[src/rtl/clkdiv_seq_ctrl.sv]
// Divider sequencer: handshaked half-period config applied only at period
// boundaries, continuous or N-pulse burst generation with graceful stop.
//
// state    | meaning
// ---------+-------------------------------------------------------------
// IDLE     | CLK_Out held low; pending config applied on the next edge
// RUN      | counting half-periods, toggling CLK_Out, counting rises
// STOPPING | stop seen with CLK_Out high; finish the high phase, then IDLE
module clkdiv_seq_ctrl #(
  parameter int CNT_W    = 25,
  parameter int PULSE_W  = 8,
  parameter int DEF_HALF = 25000000
) (
  input  logic               CLK_IN,
  input  logic               nCLR,
  input  logic               cfg_valid,
  output logic               cfg_ready,
  input  logic [CNT_W-1:0]   cfg_half,
  input  logic               cfg_burst,
  input  logic [PULSE_W-1:0] cfg_pulses,
  input  logic               start,
  input  logic               stop,
  output logic               CLK_Out,
  output logic               tick,
  output logic               busy,
  output logic               done
);

  typedef enum logic [1:0] {IDLE, RUN, STOPPING} state_t;

  localparam logic [CNT_W-1:0]   HALF_RST = CNT_W'(DEF_HALF);
  localparam logic [CNT_W-1:0]   CNT_ONE  = CNT_W'(1);
  localparam logic [PULSE_W-1:0] PCNT_MAX = '1;
  localparam logic [PULSE_W-1:0] PCNT_ONE = PULSE_W'(1);

  state_t               state_q, state_d;
  logic [CNT_W-1:0]     cnt_q, cnt_d;
  logic [PULSE_W-1:0]   pcnt_q, pcnt_d;
  logic                 clk_out_q, clk_out_d;
  logic                 tick_q, tick_d;
  logic                 done_q, done_d;
  logic                 busy_q, busy_d;
  logic                 pend_q, pend_d;
  logic [CNT_W-1:0]     sh_half_q, sh_half_d;
  logic                 sh_burst_q, sh_burst_d;
  logic [PULSE_W-1:0]   sh_pulses_q, sh_pulses_d;
  logic [CNT_W-1:0]     act_half_q, act_half_d;
  logic                 act_burst_q, act_burst_d;
  logic [PULSE_W-1:0]   act_pulses_q, act_pulses_d;

  logic                 at_tc;
  logic                 apply;
  logic                 eff_burst;
  logic [PULSE_W-1:0]   eff_pulses;
  logic [CNT_W-1:0]     cnt_inc;

  assign at_tc      = (cnt_q == act_half_q - CNT_ONE);
  assign cnt_inc    = cnt_q + CNT_ONE;
  // A start in IDLE sees the config that is being applied on that same edge.
  assign eff_burst  = pend_q ? sh_burst_q  : act_burst_q;
  assign eff_pulses = pend_q ? sh_pulses_q : act_pulses_q;

  always_comb begin
    state_d      = state_q;
    cnt_d        = cnt_q;
    pcnt_d       = pcnt_q;
    clk_out_d    = clk_out_q;
    tick_d       = 1'b0;
    done_d       = 1'b0;
    pend_d       = pend_q;
    sh_half_d    = sh_half_q;
    sh_burst_d   = sh_burst_q;
    sh_pulses_d  = sh_pulses_q;
    act_half_d   = act_half_q;
    act_burst_d  = act_burst_q;
    act_pulses_d = act_pulses_q;
    apply        = 1'b0;

    case (state_q)
      IDLE: begin
        apply = pend_q;
        if (start && !stop) begin
          if (eff_burst && (eff_pulses == '0)) begin
            done_d = 1'b1;
          end else begin
            state_d = RUN;
            cnt_d   = '0;
            pcnt_d  = '0;
          end
        end
      end
      RUN: begin
        if (at_tc && clk_out_q) begin
          clk_out_d = 1'b0;
          cnt_d     = '0;
          apply     = pend_q;
          if (act_burst_q && (pcnt_q >= act_pulses_q)) begin
            state_d = IDLE;
            done_d  = 1'b1;
          end else if (stop) begin
            state_d = IDLE;
          end
        end else if (stop && !clk_out_q) begin
          state_d = IDLE;
          cnt_d   = '0;
          apply   = pend_q;
        end else if (stop) begin
          state_d = STOPPING;
          cnt_d   = cnt_inc;
        end else if (at_tc) begin
          clk_out_d = 1'b1;
          cnt_d     = '0;
          tick_d    = 1'b1;
          if (pcnt_q != PCNT_MAX) pcnt_d = pcnt_q + PCNT_ONE;
        end else begin
          cnt_d = cnt_inc;
        end
      end
      STOPPING: begin
        if (at_tc) begin
          clk_out_d = 1'b0;
          cnt_d     = '0;
          state_d   = IDLE;
          apply     = pend_q;
        end else begin
          cnt_d = cnt_inc;
        end
      end
      default: begin
        state_d   = IDLE;
        clk_out_d = 1'b0;
        cnt_d     = '0;
      end
    endcase

    if (apply) begin
      act_half_d   = sh_half_q;
      act_burst_d  = sh_burst_q;
      act_pulses_d = sh_pulses_q;
      pend_d       = 1'b0;
    end

    // Transfer and apply are exclusive: one needs pend_q low, the other high.
    if (cfg_valid && !pend_q) begin
      pend_d      = 1'b1;
      sh_half_d   = (cfg_half == '0) ? CNT_ONE : cfg_half;
      sh_burst_d  = cfg_burst;
      sh_pulses_d = cfg_pulses;
    end

    busy_d = (state_d != IDLE);
  end

  always_ff @(posedge CLK_IN or negedge nCLR) begin
    if (!nCLR) begin
      state_q      <= IDLE;
      cnt_q        <= '0;
      pcnt_q       <= '0;
      clk_out_q    <= 1'b0;
      tick_q       <= 1'b0;
      done_q       <= 1'b0;
      busy_q       <= 1'b0;
      pend_q       <= 1'b0;
      sh_half_q    <= CNT_ONE;
      sh_burst_q   <= 1'b0;
      sh_pulses_q  <= '0;
      act_half_q   <= HALF_RST;
      act_burst_q  <= 1'b0;
      act_pulses_q <= '0;
    end else begin
      state_q      <= state_d;
      cnt_q        <= cnt_d;
      pcnt_q       <= pcnt_d;
      clk_out_q    <= clk_out_d;
      tick_q       <= tick_d;
      done_q       <= done_d;
      busy_q       <= busy_d;
      pend_q       <= pend_d;
      sh_half_q    <= sh_half_d;
      sh_burst_q   <= sh_burst_d;
      sh_pulses_q  <= sh_pulses_d;
      act_half_q   <= act_half_d;
      act_burst_q  <= act_burst_d;
      act_pulses_q <= act_pulses_d;
    end
  end

  assign cfg_ready = ~pend_q;
  assign CLK_Out   = clk_out_q;
  assign tick      = tick_q;
  assign busy      = busy_q;
  assign done      = done_q;

endmodule

[config.mk]
export PLATFORM = sky130hd
export DESIGN_NAME = clkdiv_seq_ctrl
export DESIGN_NICKNAME = d
export VERILOG_FILES = /design/src/rtl/clkdiv_seq_ctrl.sv
export SDC_FILE = /design/constraint.sdc
export NUM_CORES = 1
export LEC_CHECK = 0
export CORE_MARGIN = 8
export CORE_UTILIZATION = 55
export DETAILED_ROUTE_END_ITERATION = 8
export PLACE_DENSITY = 0.74
export SLEW_MARGIN = 20
export SYNTH_ARGS = -nofsm -noshare
export SYNTH_HDL_FRONTEND = slang
export SYNTH_SLANG_ARGS = --single-unit
[constraint.sdc]
create_clock -name CLK_IN -period 6.96 [get_ports CLK_IN]
set_input_delay 0.696 -clock CLK_IN [delete_from_list [all_inputs] [get_ports CLK_IN]]
set_output_delay 0.696 -clock CLK_IN [all_outputs]
set_load 0.005 [all_outputs]
==> results of run 1 <==
## power by group through the flow
stage	clock, W	combinational (W)	sequential, W
after floorplan	0	0.00108	0.00107
after global placement	0	0.00122	0.00116
after detailed placement	0	0.00127	0.00117
after CTS	0.000560	0.00128	0.00116
after global routing	0.000587	0.00140	0.00121
final	0.000548	0.00128	0.00117
## cell usage in the layout, fill, tap and decap left out, drive strengths merged, types with 13 or more instances in the layout
cell and count:
nor2 37, inv 20, mux2 69, nor3 24
o21ai 25, a21oi 13, clkdlybuf4s50 42, dfrtp 95
xnor2 26, dfstp 13, a22o 14, ha 15
nand2 46, nor4 18, nand3 20
## flip-flops by register name, indices dropped and copies added (netlist names), 2 cells and up
name / cells
state_q: 2
pcnt_q: 8
act_pulses_q: 8
cnt_q: 25
sh_half_q: 25
sh_pulses_q: 8
act_half_q: 25
## worst reg2reg max path, delay by kind of cell, from the launching register on
family / cells / cell delay, ns
simple gates: 3 / 1.39
compound gates: 3 / 0.76
mux: 2 / 0.70
flops: 1 / 0.44
buf+inv: 2 / 0.42
fa+ha+maj: 1 / 0.22
## through the flow
step                hold WS (ns)  std cells
floorplan                  0.400        594
global placement           0.484        759
detailed placement         0.490        759
CTS                        0.350        775
global route               0.368        775
finish                     0.321        775
## cell families (layout without fill, tap and decap cells)
group           Yosys count  after routing  synth area share
compound gates          103            103             0.121
xor+xnor                 37             37            0.0517
fa+ha+maj                15             15            0.0300
buf+inv                  42             80            0.0296
flops                   108            108             0.434
mux                      73             73             0.148
simple gates            216            216             0.186
## final cells by class
class                   count  share of cell area
well taps                 143              0.0252
inverters                  17             0.00899
clock buffers              10              0.0337
flip-flops and latches    108               0.383
repair buffers             47              0.0645
clock inverters             6              0.0109
multi-input cells         444               0.474
## how the worst max path moves through the flow
stage                    from              to  slack [ns]  depth (start not counted)
2_1_floorplan  act_half_q[17]   act_half_q[0]        3.35                          9
3_3_place_gp    act_half_q[0]        cnt_q[0]        3.06                         11
3_5_place_dp    act_half_q[0]  act_half_q[23]        2.94                         11
4_1_cts         act_half_q[0]   act_half_q[4]        2.92                         11
5_1_grt         act_half_q[0]       pcnt_q[7]        2.66                         10
6_report        act_half_q[0]   act_half_q[4]        2.91                         11
## metal layers
metal  vias to the layer above  track usage  share of wire
met5                         -            0              0
met4                         0       0.0541          0.010
met3                        11       0.0506          0.057
met2                       134        0.312           0.47
met1                      2358        0.267           0.46
li1                       2266            -              -
==> results.toml, run 1 <==
[run_status]
status = "finished, final reports clean"

[power_and_ir_drop]
pwr-share-comb = 0.427
pwr-share-seq = 0.390
switchingPower_w = 0.00111
irDropWorstVdd_uv = 253
powerDensity_mw_per_mm2 = 421
power_frac_clock = 0.183
power.total_w = 0.00299
leakage_nw = 2.94
internal_power_w = 0.00188
switching_share = 0.372

[worst_setup_path]
path_max_fanout = 35
reg2regPathDepth = 11
path_cells = "inv_1, ha_1, or3b_2, nor4b_1, mux2i_1, o2111ai_1, nand4b_1, o41ai_4, o311ai_4, buf_4, mux2_4"
critPathRequiredTime_ns = 7.21
path_delay_family = "simple AND/OR/NAND/NOR gates"
startpoint_type = "register"
slowest_delay_ns = 0.51
critPathKind = "register to register"
worstPathArrival_ns = 4.30
worst-path-buf-inv = 2
r2r_start = "act_half_q[0]"
worstReg2RegEnd = "act_half_q[4]"
r2r_setup_slack_ns = 2.91
worst_setup_path_end_kind = "register"
critical_path.slowest_cell = "or3b_2"

[layout]
layout-drive-gt1-share = 0.182
design_area_mm2 = 0.00710
fin_util = 0.630
fillers = 883
multiInputGateArea_mm2 = 0.00337
areaGrowthSynthToFinish_pct = 13.4
seq_area_mm2 = 0.00272
diodes = 0
fin_nets = 681

[synth]
ys_types = 64
synth-edff-count = 0
syn_nets = 648
ys_top_cells_by_area = "dfrtp_1 (38%), mux2_2 (7.2%), mux2_4 (7.0%), dfstp_2 (5.5%), xnor2_1 (3.6%)"
async_flop_share = 1.00
synthCells = 594
syn_avg_cell_area_um2 = 10.5
yosysMostFrequentCell = "dfrtp_1"
ys_seq_elements = 108
ys_seq_area_frac = 0.434
synth_top_area_frac = 0.380
netlist_area_mm2 = 0.00626
synth_warnings = 0
netlist_top_cells_count = "dfrtp_1 (95), nand2_1 (46), mux2_2 (40), nor2_1 (37), mux2_4 (29)"
synth_area_leader_cell = "dfrtp_1"
synthFlopType = "dfrtp_1"

[floorplanning]
fp.dieW_um = 123
std_cell_rows = 39
ios = 44
die_h_um = 123
dieArea_mm2 = 0.0151
coreArea_mm2 = 0.0113
initial_core_util = 0.556

[route]
totalWireLength_um = 14000
post_drt_wl_per_cell_um = 18.1
ant_nets = 0
drt-initial-drc-count = 347
dr.pass1.iters = 5
vias = 4769
drc = 0
vias_per_cell = 6.15

[global_route]
antenna_found_initial = 0
grt_max_degree = 67
grt_usage = 0.199
grt_pass1_vias = 4756
grt_pass1_wl_um = 23700
gr-total-overflow = 0

[timing]
slew_viol_final = 0
grt_setup_unrepaired = "no"
fin_crit_sh = 0.582
setup_tns_ns = 0
min_period_ns = 4.05
clock_skew_ns = 0.00949
final_hold_viol_count = 0
fin_ws_ns = 2.91
max-slew-margin-rel = 0.312
finalSetupViolCount = 0
worst_slew_pin_slew_ns = 1.02
fmax_mhz = 247

[clocking]
cts_sinks = 108
cts_max_level = 3
clock_path_buffers = 2
root_buffer = "clkbuf_16"
cts_resized = 0
clk_pin_slew_ns = 0.08
cts_hold_buf = 0
cts_tree = "built"
clk_latency_ns = 0.36
cts_buffers = 9
cts_setup_buffers = 0

[min_path]
hold_class = "input port to async pin"

[placed_design]
preCtsSetupSlack_ns = 2.94
gp_congestion = 0.843
numPortBuffers = 43
dp_hpwl_um = 10300
place_area_mm2 = 0.00678

[job]
drv_cap = 0
No activity file was read; power rests on OpenSTA's default activity.
==> run 2: changes to the inputs <==
--- a/config.mk
+++ b/config.mk
@@ -6,9 +6,9 @@
 export NUM_CORES = 1
 export LEC_CHECK = 0
 export CORE_MARGIN = 8
-export CORE_UTILIZATION = 55
+export CORE_UTILIZATION = 54
 export DETAILED_ROUTE_END_ITERATION = 8
-export PLACE_DENSITY = 0.74
+export PLACE_DENSITY = 0.76
 export SLEW_MARGIN = 20
 export SYNTH_ARGS = -nofsm -noshare
 export SYNTH_HDL_FRONTEND = slang
==> constraint.sdc (replaced) <==
create_clock -name CLK_IN -period 3.7 [get_ports CLK_IN]
set_input_delay 0.37 -clock CLK_IN [delete_from_list [all_inputs] [get_ports CLK_IN]]
set_output_delay 0.37 -clock CLK_IN [all_outputs]
set_load 0.005 [all_outputs]
==> run 2 against run 1 <==
Effect of this change: total power rose by 98%; clock skew hardly changed; flip-flop and latch count stayed put; sequential share of layout area down 1.5 points; fmax increased by 12%.
==> results.toml, run 2 (synthesis results as in run 1) <==
[worst_setup_path]
worst-path-buf-inv = 1
path_max_fanout = 9
worstPathArrival_ns = 3.87
critical_path.slowest_cell = "or4_4"
slowest_delay_ns = 0.53
path_cells = "or4_4, or4_4, or4_1, a22o_1, or3_4, o41ai_4, o311ai_4, clkbuf_16, mux2_4"
path_delay_family = "simple AND/OR/NAND/NOR gates"
worst_setup_path_end_kind = "register"
critPathKind = "register to register"
startpoint_type = "register"
critPathRequiredTime_ns = 3.94
cpMostUsedCell = "or4_4"

[timing]
final_hold_viol_count = 0
finalSetupViolCount = 0
fmax_mhz = 275
fin_crit_sh = 0.981
slew_viol_final = 0
worst_slew_pin_slew_ns = 0.984
grt_setup_unrepaired = "yes"
max-slew-margin-rel = 0.344
fin_ws_ns = 0.0694
clock_skew_ns = 0.00910
min_period_ns = 3.63

[global_route]
grt_usage = 0.195
grt_pass1_wl_um = 23800
antenna_found_initial = 0
gr-total-overflow = 0
grt_pass1_vias = 4813
grt_max_degree = 83

[floorplanning]
dieArea_mm2 = 0.0153
die_h_um = 124
initial_core_util = 0.551
ios = 44
fp.dieW_um = 124
coreArea_mm2 = 0.0114
std_cell_rows = 39

[power_and_ir_drop]
irDropWorstVdd_uv = 541
power_frac_clock = 0.161
pwr-share-comb = 0.477
switching_share = 0.377
leakage_nw = 3.12
switchingPower_w = 0.00223
powerDensity_mw_per_mm2 = 801
internal_power_w = 0.00369
pwr-share-seq = 0.362

[route]
vias = 4913
post_drt_wl_per_cell_um = 18.3
drc = 0
dr.pass1.iters = 5
vias_per_cell = 6.13
ant_nets = 0
drt-initial-drc-count = 389
totalWireLength_um = 14700

[placed_design]
dp_hpwl_um = 10400
gp_congestion = 0.899
place_area_mm2 = 0.00694
preCtsSetupSlack_ns = -0.0245
numPortBuffers = 43

[run_status]
status = "finished, final reports clean"

[clocking]
cts_sinks = 108
clk_pin_slew_ns = 0.07
cts_max_level = 3
cts_tree = "built"
clock_path_buffers = 2
clk_latency_ns = 0.36
cts_buffers = 9
root_buffer = "clkbuf_16"

[layout]
final_common_cell = "dfrtp_1"
layout-drive-gt1-share = 0.220
fillers = 853
reg_top3 = "act_half_q: 25 flops, cnt_q: 25 flops, sh_half_q: 25 flops"
design_area_mm2 = 0.00739
diodes = 0
final_cell_mix = "dfrtp_1 (95), nand2_1 (46), clkdlybuf4s50_1 (42), mux2_2 (40), nor2_1 (36)"
seq_area_mm2 = 0.00272
areaGrowthSynthToFinish_pct = 18.0
fin_nets = 708
multiInputGateArea_mm2 = 0.00340

[min_path]
hold_class = "input port to async pin"

[job]
drv_cap = 0
[run 2: cell count changes in the layout (fill, tap and decap cells not counted), moves of 2 or more]
cell       delta
clkbuf_16     +3
or4_1         -2
buf_4        +21
nor4b_4       +2
buf_6         +2
or4_4         +2
a2111oi_0     -2
[run 2: layout make-up]
class	count	area share
tap	143	0.0242
clock inverter	7	0.00931
timing repair buffer	74	0.0992
sequential	108	0.368
clock buffer	9	0.0305
multi-input combinational	444	0.460
inverter	17	0.00863
[run 2: path summary, 6_finish.rpt]
path / start / end / slack (ns) / depth (start not counted)
hold / removal: nCLR / sh_pulses_q[1] / 0.18 / 1
min in group CLK_IN: sh_half_q[0] / sh_half_q[0] / 0.50 / 2
hold reg to reg: sh_half_q[0] / sh_half_q[0] / 0.50 / 2
setup reg to reg: act_half_q[16] / act_pulses_q[5] / 0.07 / 9
setup / recovery: act_half_q[16] / act_pulses_q[5] / 0.07 / 9
max in group asynchronous: nCLR / cnt_q[15] / 2.72 / 2
[run 2: per-layer routing]
metal / part of all wire / GRT usage / vias up
met5: 0 / 0 / -
met1: 0.45 / 0.270 / 2436
met3: 0.045 / 0.0258 / 17
li1: - / - / 2315
met2: 0.48 / 0.308 / 145
met4: 0.016 / 0.0715 / 0
[run 2: power groups by stage]
| stage | registers [W] | logic [W] | clock network (W) |
|---|---|---|---|
| after CTS | 0.00213 | 0.00262 | 0.000958 |
| after floorplan | 0.00201 | 0.00203 | 0 |
| after global placement | 0.00211 | 0.00248 | 0 |
| after detailed placement | 0.00215 | 0.00259 | 0 |
| final | 0.00214 | 0.00282 | 0.000954 |
| after global routing | 0.00221 | 0.00307 | 0.00100 |
[run 2: metrics by stage]
stage / hold WS (ns) / instances / setup TNS, ns / utilization / total power, W
floorplan: 0.0744 / 594 / 0 / - / 0.00404
global placement: 0.485 / 779 / 0 / 0.611 / 0.00459
detailed placement: 0.487 / 779 / -0.0316 / 0.611 / 0.00474
CTS: 0.209 / 795 / 0 / 0.637 / 0.00570
global route: 0.254 / 802 / -0.231 / 0.650 / 0.00628
finish: 0.180 / 802 / 0 / 0.650 / 0.00592
[run 2: timing repair]
action / in CTS / in global routing
endpoints found under the setup margin: 13 / 65
gates resized for setup: 1 / 10
pin swaps: 1 / 3
gates cloned: 0 / 4
hold buffers: 0 / 0
buffers inserted: 0 / 3
[run 2: worst reg2reg max path, cell delays in order (launching register included)]
cell	delay, ns
dfstp_2	0.37
or4_4	0.53
or4_4	0.43
or4_1	0.51
a22o_1	0.27
or3_4	0.37
o41ai_4	0.28
o311ai_4	0.22
clkbuf_16	0.25
mux2_4	0.30
==> run 3: changes to the inputs <==
--- a/config.mk
+++ b/config.mk
@@ -9,7 +9,7 @@
 export CORE_UTILIZATION = 54
 export DETAILED_ROUTE_END_ITERATION = 8
 export PLACE_DENSITY = 0.76
-export SLEW_MARGIN = 20
+export SLEW_MARGIN = 0
 export SYNTH_ARGS = -nofsm -noshare
 export SYNTH_HDL_FRONTEND = slang
 export SYNTH_SLANG_ARGS = --single-unit
==> results of run 3 <==
Same layout as run 2: the final DEF is identical, and so are final timing and power.
